## src/rtl/fifo_bank_refill_pkg.sv

```systemverilog
// Shared definitions for the refill controller and the per-flow FIFO bank.
// Holds the controller state encoding, the miss counter width and the flow-id
// width derivation. The bank uses the same derivation so both sides agree.
package fifo_bank_refill_pkg;

  typedef enum logic [1:0] {
    ST_IDLE   = 2'd0,
    ST_LOOKUP = 2'd1,
    ST_SEND   = 2'd2
  } state_e;

  localparam int unsigned MISS_WIDTH = 16;

  // Flow id width: one code beyond the last flow is kept representable.
  function automatic int unsigned idx_width(input int unsigned num_flows);
    return $clog2(num_flows + 1);
  endfunction

endpackage

```

## src/rtl/fifo_bank_refill_fifo.sv

```systemverilog
// Small synchronous FIFO used as the refill request queue.
// Ports: clk, rst_n (async active-low), data_in/data_in_valid/data_in_ready
// (enqueue side), data_out/data_out_valid/data_out_ready (dequeue side).
// data_in_ready is derived from the registered occupancy only, so an entry
// freed by a dequeue is not reusable until the following cycle.
module fifo #(
  parameter int unsigned DATA_WIDTH    = 8,
  parameter int unsigned DEPTH         = 4,
  parameter bit          BYPASS_ENABLE = 1'b0
) (
  input  logic                  clk,
  input  logic                  rst_n,
  input  logic [DATA_WIDTH-1:0] data_in,
  input  logic                  data_in_valid,
  output logic                  data_in_ready,
  output logic [DATA_WIDTH-1:0] data_out,
  output logic                  data_out_valid,
  input  logic                  data_out_ready
);

  localparam int unsigned PTR_W = (DEPTH > 1) ? $clog2(DEPTH) : 1;
  localparam int unsigned CNT_W = $clog2(DEPTH + 1);

  logic [DATA_WIDTH-1:0] mem [DEPTH];
  logic [PTR_W-1:0]      wr_ptr;
  logic [PTR_W-1:0]      rd_ptr;
  logic [CNT_W-1:0]      count;
  logic                  empty;
  logic                  bypass;
  logic                  push;
  logic                  pop;

  assign empty          = (count == '0);
  assign bypass         = BYPASS_ENABLE && empty;
  assign data_in_ready  = (count != CNT_W'(DEPTH));
  assign data_out_valid = bypass ? data_in_valid : !empty;
  assign data_out       = bypass ? data_in : mem[rd_ptr];

  // In bypass, an element consumed straight through never lands in storage.
  assign push = data_in_valid && data_in_ready && !(bypass && data_out_ready);
  assign pop  = data_out_ready && !empty;

  // Pointers and occupancy.
  always_ff @(posedge clk or negedge rst_n) begin
    if (!rst_n) begin
      wr_ptr <= '0;
      rd_ptr <= '0;
      count  <= '0;
    end else begin
      if (push) wr_ptr <= (wr_ptr == PTR_W'(DEPTH - 1)) ? '0 : wr_ptr + PTR_W'(1);
      if (pop)  rd_ptr <= (rd_ptr == PTR_W'(DEPTH - 1)) ? '0 : rd_ptr + PTR_W'(1);
      count <= count + CNT_W'(push) - CNT_W'(pop);
    end
  end

  // Storage needs no reset; occupancy qualifies every read.
  always_ff @(posedge clk) begin
    if (push) mem[wr_ptr] <= data_in;
  end

endmodule

```

## src/rtl/fifo_bank_refill.sv

```systemverilog
// Refill controller between the PIFO and the per-flow FIFO bank.
// Queues refill requests, pops the requested flow's head from the bank and
// offers it to the PIFO insert port; empty flows are counted as misses.
// Ports: clk, reset (async active-low); i__refill_* / o__refill_ready request
// side; o__bank_pop_flow_id, o__bank_pop, i__bank_pop_valid, i__bank_pop_data
// bank side; o__insert_* / i__insert_ready PIFO side; o__miss_count, o__idle.
module fifo_bank_refill
  import fifo_bank_refill_pkg::*;
#(
  parameter  int unsigned NUM_FLOWS  = 16,
  parameter  int unsigned DATA_WIDTH = 8,
  parameter  int unsigned REQ_DEPTH  = 4,
  localparam int unsigned IDX_WIDTH  = idx_width(NUM_FLOWS)
) (
  input  logic                  clk,
  input  logic                  reset,
  input  logic                  i__refill_valid,
  input  logic [IDX_WIDTH-1:0]  i__refill_flow_id,
  output logic                  o__refill_ready,
  output logic [IDX_WIDTH-1:0]  o__bank_pop_flow_id,
  output logic                  o__bank_pop,
  input  logic                  i__bank_pop_valid,
  input  logic [DATA_WIDTH-1:0] i__bank_pop_data,
  output logic                  o__insert_valid,
  output logic [IDX_WIDTH-1:0]  o__insert_flow_id,
  output logic [DATA_WIDTH-1:0] o__insert_data,
  input  logic                  i__insert_ready,
  output logic [MISS_WIDTH-1:0] o__miss_count,
  output logic                  o__idle
);

  state_e                 state_q, state_d;
  logic [IDX_WIDTH-1:0]   flow_q, flow_d;
  logic [DATA_WIDTH-1:0]  data_q, data_d;
  logic [MISS_WIDTH-1:0]  miss_q, miss_d;
  logic                   q_valid;
  logic [IDX_WIDTH-1:0]   q_data;
  logic                   deq;
  logic                   pop_c;

  // Request queue; no bypass so a request always spends a cycle queued.
  fifo #(
    .DATA_WIDTH    (IDX_WIDTH),
    .DEPTH         (REQ_DEPTH),
    .BYPASS_ENABLE (1'b0)
  ) u_req_q (
    .clk            (clk),
    .rst_n          (reset),
    .data_in        (i__refill_flow_id),
    .data_in_valid  (i__refill_valid),
    .data_in_ready  (o__refill_ready),
    .data_out       (q_data),
    .data_out_valid (q_valid),
    .data_out_ready (deq)
  );

  // State and datapath registers.
  always_ff @(posedge clk or negedge reset) begin
    if (!reset) begin
      state_q <= ST_IDLE;
      flow_q  <= '0;
      data_q  <= '0;
      miss_q  <= '0;
    end else begin
      state_q <= state_d;
      flow_q  <= flow_d;
      data_q  <= data_d;
      miss_q  <= miss_d;
    end
  end

  // Next-state, dequeue and bank pop.
  always_comb begin
    state_d = state_q;
    flow_d  = flow_q;
    data_d  = data_q;
    miss_d  = miss_q;
    deq     = 1'b0;
    pop_c   = 1'b0;
    unique case (state_q)
      ST_IDLE: begin
        if (q_valid) begin
          deq     = 1'b1;
          flow_d  = q_data;
          state_d = ST_LOOKUP;
        end
      end
      ST_LOOKUP: begin
        if (i__bank_pop_valid) begin
          pop_c   = 1'b1;
          data_d  = i__bank_pop_data;
          state_d = ST_SEND;
        end else begin
          if (miss_q != '1) miss_d = miss_q + MISS_WIDTH'(1);
          state_d = ST_IDLE;
        end
      end
      ST_SEND: begin
        // Chaining straight into LOOKUP gives one element every two cycles.
        if (i__insert_ready) begin
          if (q_valid) begin
            deq     = 1'b1;
            flow_d  = q_data;
            state_d = ST_LOOKUP;
          end else begin
            state_d = ST_IDLE;
          end
        end
      end
      default: state_d = ST_IDLE;
    endcase
  end

  assign o__bank_pop_flow_id = flow_q;
  assign o__bank_pop         = pop_c;
  assign o__insert_valid     = (state_q == ST_SEND);
  assign o__insert_flow_id   = flow_q;
  assign o__insert_data      = data_q;
  assign o__miss_count       = miss_q;
  assign o__idle             = (state_q == ST_IDLE) && !q_valid;

endmodule

```

## config.mk

```make
export PLATFORM = sky130hd
export DESIGN_NAME = fifo_bank_refill
export DESIGN_NICKNAME = d
export VERILOG_FILES = /design/src/rtl/fifo_bank_refill_pkg.sv /design/src/rtl/fifo_bank_refill_fifo.sv /design/src/rtl/fifo_bank_refill.sv
export SDC_FILE = /design/constraint.sdc
export NUM_CORES = 1
export LEC_CHECK = 0
export ABC_AREA = 1
export CAP_MARGIN = 20
export CORE_MARGIN = 8
export CORE_UTILIZATION = 25
export DETAILED_ROUTE_END_ITERATION = 6
export MAX_ROUTING_LAYER = met4
export PLACE_DENSITY_LB_ADDON = 0.15
export SLEW_MARGIN = 25
export SYNTH_ARGS = -nofsm -noshare
export SYNTH_HDL_FRONTEND = slang
export SYNTH_SLANG_ARGS = --single-unit
```

## constraint.sdc

```tcl
create_clock -name clk -period 2.45 [get_ports clk]
set_clock_uncertainty 0.15 [all_clocks]
set_input_delay 0.49 -clock clk [delete_from_list [all_inputs] [get_ports clk]]
set_output_delay 0.49 -clock clk [all_outputs]
set_load 0.02 [all_outputs]
```

# Word level (Yosys, flattened, before mapping)
# Memories as Yosys holds them, arrays and structs flattened.
# Index checks and enable logic that the tools add are counted.
# classes
n_addsub	5
n_eq_ne	8
n_mux	17
bitwise	1
n_reduce_logical	11
# ops
operator	count
adder 16 x 1 -> 16 bit (second input constant)	1
!= test 16 bit (second input constant)	1
two-way mux 2 bit	5
two-way mux 5 bit	2
case mux 5 bit (2 select lines)	1
two-way mux 1 bit	7
equality test 2 bit (second input constant)	3
case mux 2 bit (3 select lines)	1
AND reduction 2 bit	3
adder 2 x 1 -> 2 bit (second input constant)	2
adder 3 x 1 -> 3 bit	1
logical AND 1 bit	3
logical NOT 3 bit	1
!= test 3 bit (second input constant)	1
AND reduction 3 bit	1
subtractor 3 x 1 -> 3 bit	1
equality test 2 x 1 -> 1 bit (second input constant)	1
logical NOT 2 bit	1
!= test 2 x 1 -> 1 bit (second input constant)	1
!= test 2 bit (second input constant)	1
case mux 1 bit (2 select lines)	1
nonzero test 2 bit	1
logical NOT 1 bit	1
inverter 1 bit	1
# totals
register_bits	38
mem_bits_rw	20
in_bits	18
out_inout_bits	38
wordCells	50
mem_count	1
# memory_table
name	words	word_bits	rd	rd_clocked_by_memory_dff	write_ports	line	source
u_req_q.mem	4	5	1	0	1	fifo_bank_refill_fifo.sv:24	logic [DATA_WIDTH-1:0] mem [DEPTH];

# Depth between registers and ports, before layout
# depth
word_depth	6
ltp_mapped	11
depth_no_buf	11

# Cells and area by module
# From an unflattened synthesis, not the netlist that was laid out.
# hier_totals
hier_cells	333
hier_area_um2	2921.6
# modules_own_cells
module	n_inst	cells_each	area_per_inst_um2	seq_area_each_um2
fifo_bank_refill	1	220	1644.1	775.7
fifo	1	113	1277.5	775.7

# Worst setup path after synthesis
# No wires, ideal clock.
# synth_timing
path_type	input -> register
from	in i__insert_ready
to	reg u_req_q.count[2]
setup_ns	0.123
arrival_time_ns	1.992
required_ns	2.177
slack_ns	0.185
stages	9
path_buffers	0
path_cell_list	or2_1 nand3_1 inv_2 ha_1 inv_1 ha_1 inv_1 fa_1 xnor2_1
# synth_between
elab_chain_len	4
# synth_lines
element	line	source
start, declared	fifo_bank_refill.sv:27	input logic i__insert_ready,
two-way mux 1 bit	fifo_bank_refill.sv:100	if (i__insert_ready) begin
case mux 1 bit (2 select lines)	fifo_bank_refill.sv:80	unique case (state_q)
logical AND 1 bit	fifo_bank_refill_fifo.sv:41	assign pop = data_out_ready && !empty;
net u_req_q.pop	fifo_bank_refill_fifo.sv:31	logic pop;
subtractor 3 x 1 -> 3 bit	fifo_bank_refill_fifo.sv:52	count <= count + CNT_W'(push) - CNT_W'(pop);
end signal, assigned	fifo_bank_refill_fifo.sv:52	
end, declared	fifo_bank_refill_fifo.sv:27	logic [CNT_W-1:0] count;
# The timed path passes the listed nets, and every way through them passes these cells.
# A chain may end at the register's enable or synchronous reset.

# Worst setup path after layout
# Same ends and word-level chain as after synthesis.

==> impl_metrics.tcl <==
set metrics [dict create \
    outcome "complete, no violations" \
    clockRootBuffer "sky130_fd_sc_hd__clkbuf_8" \
    path_max_fanout 2 \
    max_cap_violations 0 \
    post-dp-hpwl_um 4650 \
    post_synth.cell_area_avg_um2 9.01 \
    dieArea_mm2 0.0146 \
    gr-total-overflow 0 \
    core_region_area_mm2 0.0108 \
    drt_first_pass_iters 4 \
    ys.flop_type "sky130_fd_sc_hd__dfrtp_1" \
    std_cell_rows 38 \
    chipHeight_um 121 \
    cp.required_ns 2.52 \
    drtAntennaViolNets 0 \
    arrival_ns 2.32 \
    critical_setup_path_kind "in2reg" \
    clock_path_buffers 2 \
    cts_inserted_buffers 9 \
    critical_path.cell_chain "clkdlybuf4s50_1 > or2_1 > nand3_1 > inv_2 > ha_1 > inv_1 > ha_1 > inv_1 > fa_1 > xnor2_1" \
    initial_utilization_pct 25.6 \
    setup-violations-final 0 \
    finalCriticalPeriod_ns 2.25 \
    grt.total_usage_pct 9.23 \
    postCtsSetupRepairBufs 0 \
    hold_class "in2async" \
    cts_num_sinks 58 \
    layout_worst_path_cycle_share_pct 91.9 \
    number_of_antenna_violations_at_the_first_check_in_global_routing 0 \
    yosysWarnings 0 \
    dpl_cell_area_mm2 0.00350 \
    grt_pass1_vias 2116 \
    layout.cell_area.non_filler_mm2 0.00372 \
    timing_max_transition_violations_final 0 \
    grt_first_pass_wirelength_um 10200 \
    total_count_of_hold_check_failures_in_the_final_report 0 \
    layout.nets 401 \
    area.growth.synth_to_final_pct 34.9 \
    placement.io_buffers 55 \
    ff_latch_area_mm2 0.00155 \
    vdd_ir_drop_max_v 0.000366 \
    synth_instances 306 \
    fmax_mhz 444 \
    die_w_um 121 \
    power_leakage_uw 0.00165 \
    start_kind "primary input" \
    async_reset_ff_share_pct 65.5 \
    share_of_the_yosys_chip_area_belonging_to_registers_pct 56.3 \
    vias 2135 \
    synth-edff-count 20 \
    timing.critical_path.slowest_cell_delay_ns 0.42 \
    detail_route.vias_per_cell 4.11 \
    drive_gt1_share_pct 10.0 \
    ys_types 25 \
    gp_routability_congestion 0.738 \
    synth.net_count 333 \
    tightest_slew_ns 0.569 \
    pin_count_of_the_biggest_net_entering_global_routing 39 \
    drc_markers 0 \
    multi_input_comb_area_mm2 0.00104 \
    h-tree-depth 3 \
    worst_setup_path_end_kind "register" \
    unrepaired_setup_endpoints_after_global_routing "false" \
    clk_latency_ns 0.33 \
    clock_tree_from_tritoncts "done" \
    share_of_the_core_filled_with_cells_pct 34.5 \
    power-per-cell-area_mw_per_mm2 1120 \
    mappedNetlistArea_mm2 0.00276 \
    num_antenna_cells 0 \
    wl_per_cell_um 12.0 \
    wirelength_um 6250 \
    fillCellCount 1125 \
    clock_pin_slew_reported_for_the_worst_setup_and_hold_paths_after_clock_tree_synthesis_ns 0.08 \
    slew_headroom_pct 61.8 \
    io_pins 56 \
    timing.critical_path.slowest_stage_cell "sky130_fd_sc_hd__clkdlybuf4s50_1" \
    drt_first_iter_violations 112 \
    ff_latch_count_synth 58 \
]
==> kinds of logic (layout without fill, tap and decap cells) <==
group                      after synthesis  in the layout  share of synthesized area (%)
and+or+nand+nor                        175            175                           27.3
AOI/OAI and AO/OA                       20             20                           3.86
xor gates and xnor gates                 7              7                           2.22
DFF                                     58             58                           56.3
adders and majority gates                9              9                           4.36
buffers and inverters                   37            110                           5.99
==> cell usage after synthesis, types with 4 or more instances <==
master | instances | area share, %
sky130_fd_sc_hd__inv_1 | 25 | 3.4
sky130_fd_sc_hd__dfrtp_1 | 38 | 34
sky130_fd_sc_hd__buf_4 | 5 | 1.4
sky130_fd_sc_hd__nand3b_1 | 6 | 1.6
sky130_fd_sc_hd__nand3_1 | 11 | 2.0
sky130_fd_sc_hd__o22ai_1 | 5 | 1.1
sky130_fd_sc_hd__nand4_1 | 4 | 0.91
sky130_fd_sc_hd__ha_1 | 8 | 3.6
sky130_fd_sc_hd__nand2_1 | 115 | 16
sky130_fd_sc_hd__xnor2_1 | 4 | 1.3
sky130_fd_sc_hd__nor3_1 | 4 | 0.73
sky130_fd_sc_hd__inv_2 | 4 | 0.54
sky130_fd_sc_hd__nor2_1 | 27 | 3.7
sky130_fd_sc_hd__edfxtp_1 | 20 | 22
sky130_fd_sc_hd__o21ai_0 | 12 | 2.2
sky130_fd_sc_hd__nor2_4 | 4 | 1.6
==> repair_timing <==
action,in CTS,in global routing
gates resized for setup,2,0
endpoints found under the hold margin,0,0
endpoints found under the setup margin,2,0
hold buffers,0,0
==> where the power goes <==
group | internal, uW | leakage (uW) | switching, uW
Sequential | 1290 | 0.000672 | 207
Combinational | 725 | 0.000868 | 941
Clock | 581 | 0.000110 | 418
==> worst max-delay path, delay by kind of cell <==
| kind | cells | cell delay, ns |
|---|---|---|
| fa+ha+maj | 3 | 0.77 |
| simple gates | 2 | 0.37 |
| xor+xnor | 1 | 0.13 |
| buf+inv | 4 | 0.57 |
==> layout make-up <==
type	count	area share, %
Clock inverter	7	2.76
Timing Repair Buffer	65	16.6
Clock buffer	9	3.33
Inverter	29	2.93
Sequential cell	58	41.7
Multi-Input combinational cell	211	28.0
Tap cell	140	4.71
==> sequential cells by signal (all words and copies together) (netlist names) <==
register,flops
u_req_q.mem,20
o__miss_count,16
o__insert_data,8
o__bank_pop_flow_id,5
u_req_q.count,3
state_q,2
u_req_q.rd_ptr,2
u_req_q.wr_ptr,2
==> cells in the final DEF (no fill, tap or decap), drive strengths merged, types with 4 or more instances in the layout <==
cell           instances
o21ai                 15
inv                   30
nand4                  4
ha                     8
dfrtp                 38
xnor2                  4
nor2                  32
nand2                117
edfxtp                20
o22ai                  5
nand3b                 6
clkbuf                 9
nand3                 11
nor3                   4
clkdlybuf4s50         52
buf                   11
==> worst paths after layout <==
kind	from	endpoint	slack (ns)	cells past startpoint
max	i__insert_ready	u_req_q.count[2]$_DFF_PN0_	0.20	10
min	reset	o__miss_count[1]$_DFFE_PN0P_	0.05	2
max reg2reg	state_q[0]$_DFFE_PN0P_	u_req_q.count[2]$_DFF_PN0_	0.27	11
min reg2reg	o__insert_data[0]$_DFFE_PN0P_	o__insert_data[0]$_DFFE_PN0P_	0.33	2
max in group asynchronous	reset	o__insert_data[3]$_DFFE_PN0P_	1.72	2
min in group clk	o__insert_data[0]$_DFFE_PN0P_	o__insert_data[0]$_DFFE_PN0P_	0.33	2
==> metrics by stage <==
| stage | setup TNS (ns) | worst slack [ns] | instances | hold slack [ns] | power, uW |
|---|---|---|---|---|---|
| 3_5_place_dp | -0.395 | -0.168 | 503 | 0.318 | 3250 |
| 4_1_cts | 0 | 0.184 | 519 | 0.0676 | 4270 |
| 3_3_place_gp | -0.393 | -0.152 | 503 | 0.315 | 3230 |
| 5_1_grt | 0 | 0.111 | 519 | 0.100 | 4500 |
| 6_report | 0 | 0.198 | 519 | 0.0491 | 4170 |
| 2_1_floorplan | 0 | 0.185 | 306 | 0.0444 | 2520 |
==> per-layer routing <==
metal  GRT usage [%]  wire length (um)  vias up
met5               -                 0        -
met4            4.45               131        0
met3            2.84               286       12
met2            14.1              2890       37
met1            10.9              2950      981
li1                -                 -     1105
Power figures use the tool's default switching activity.
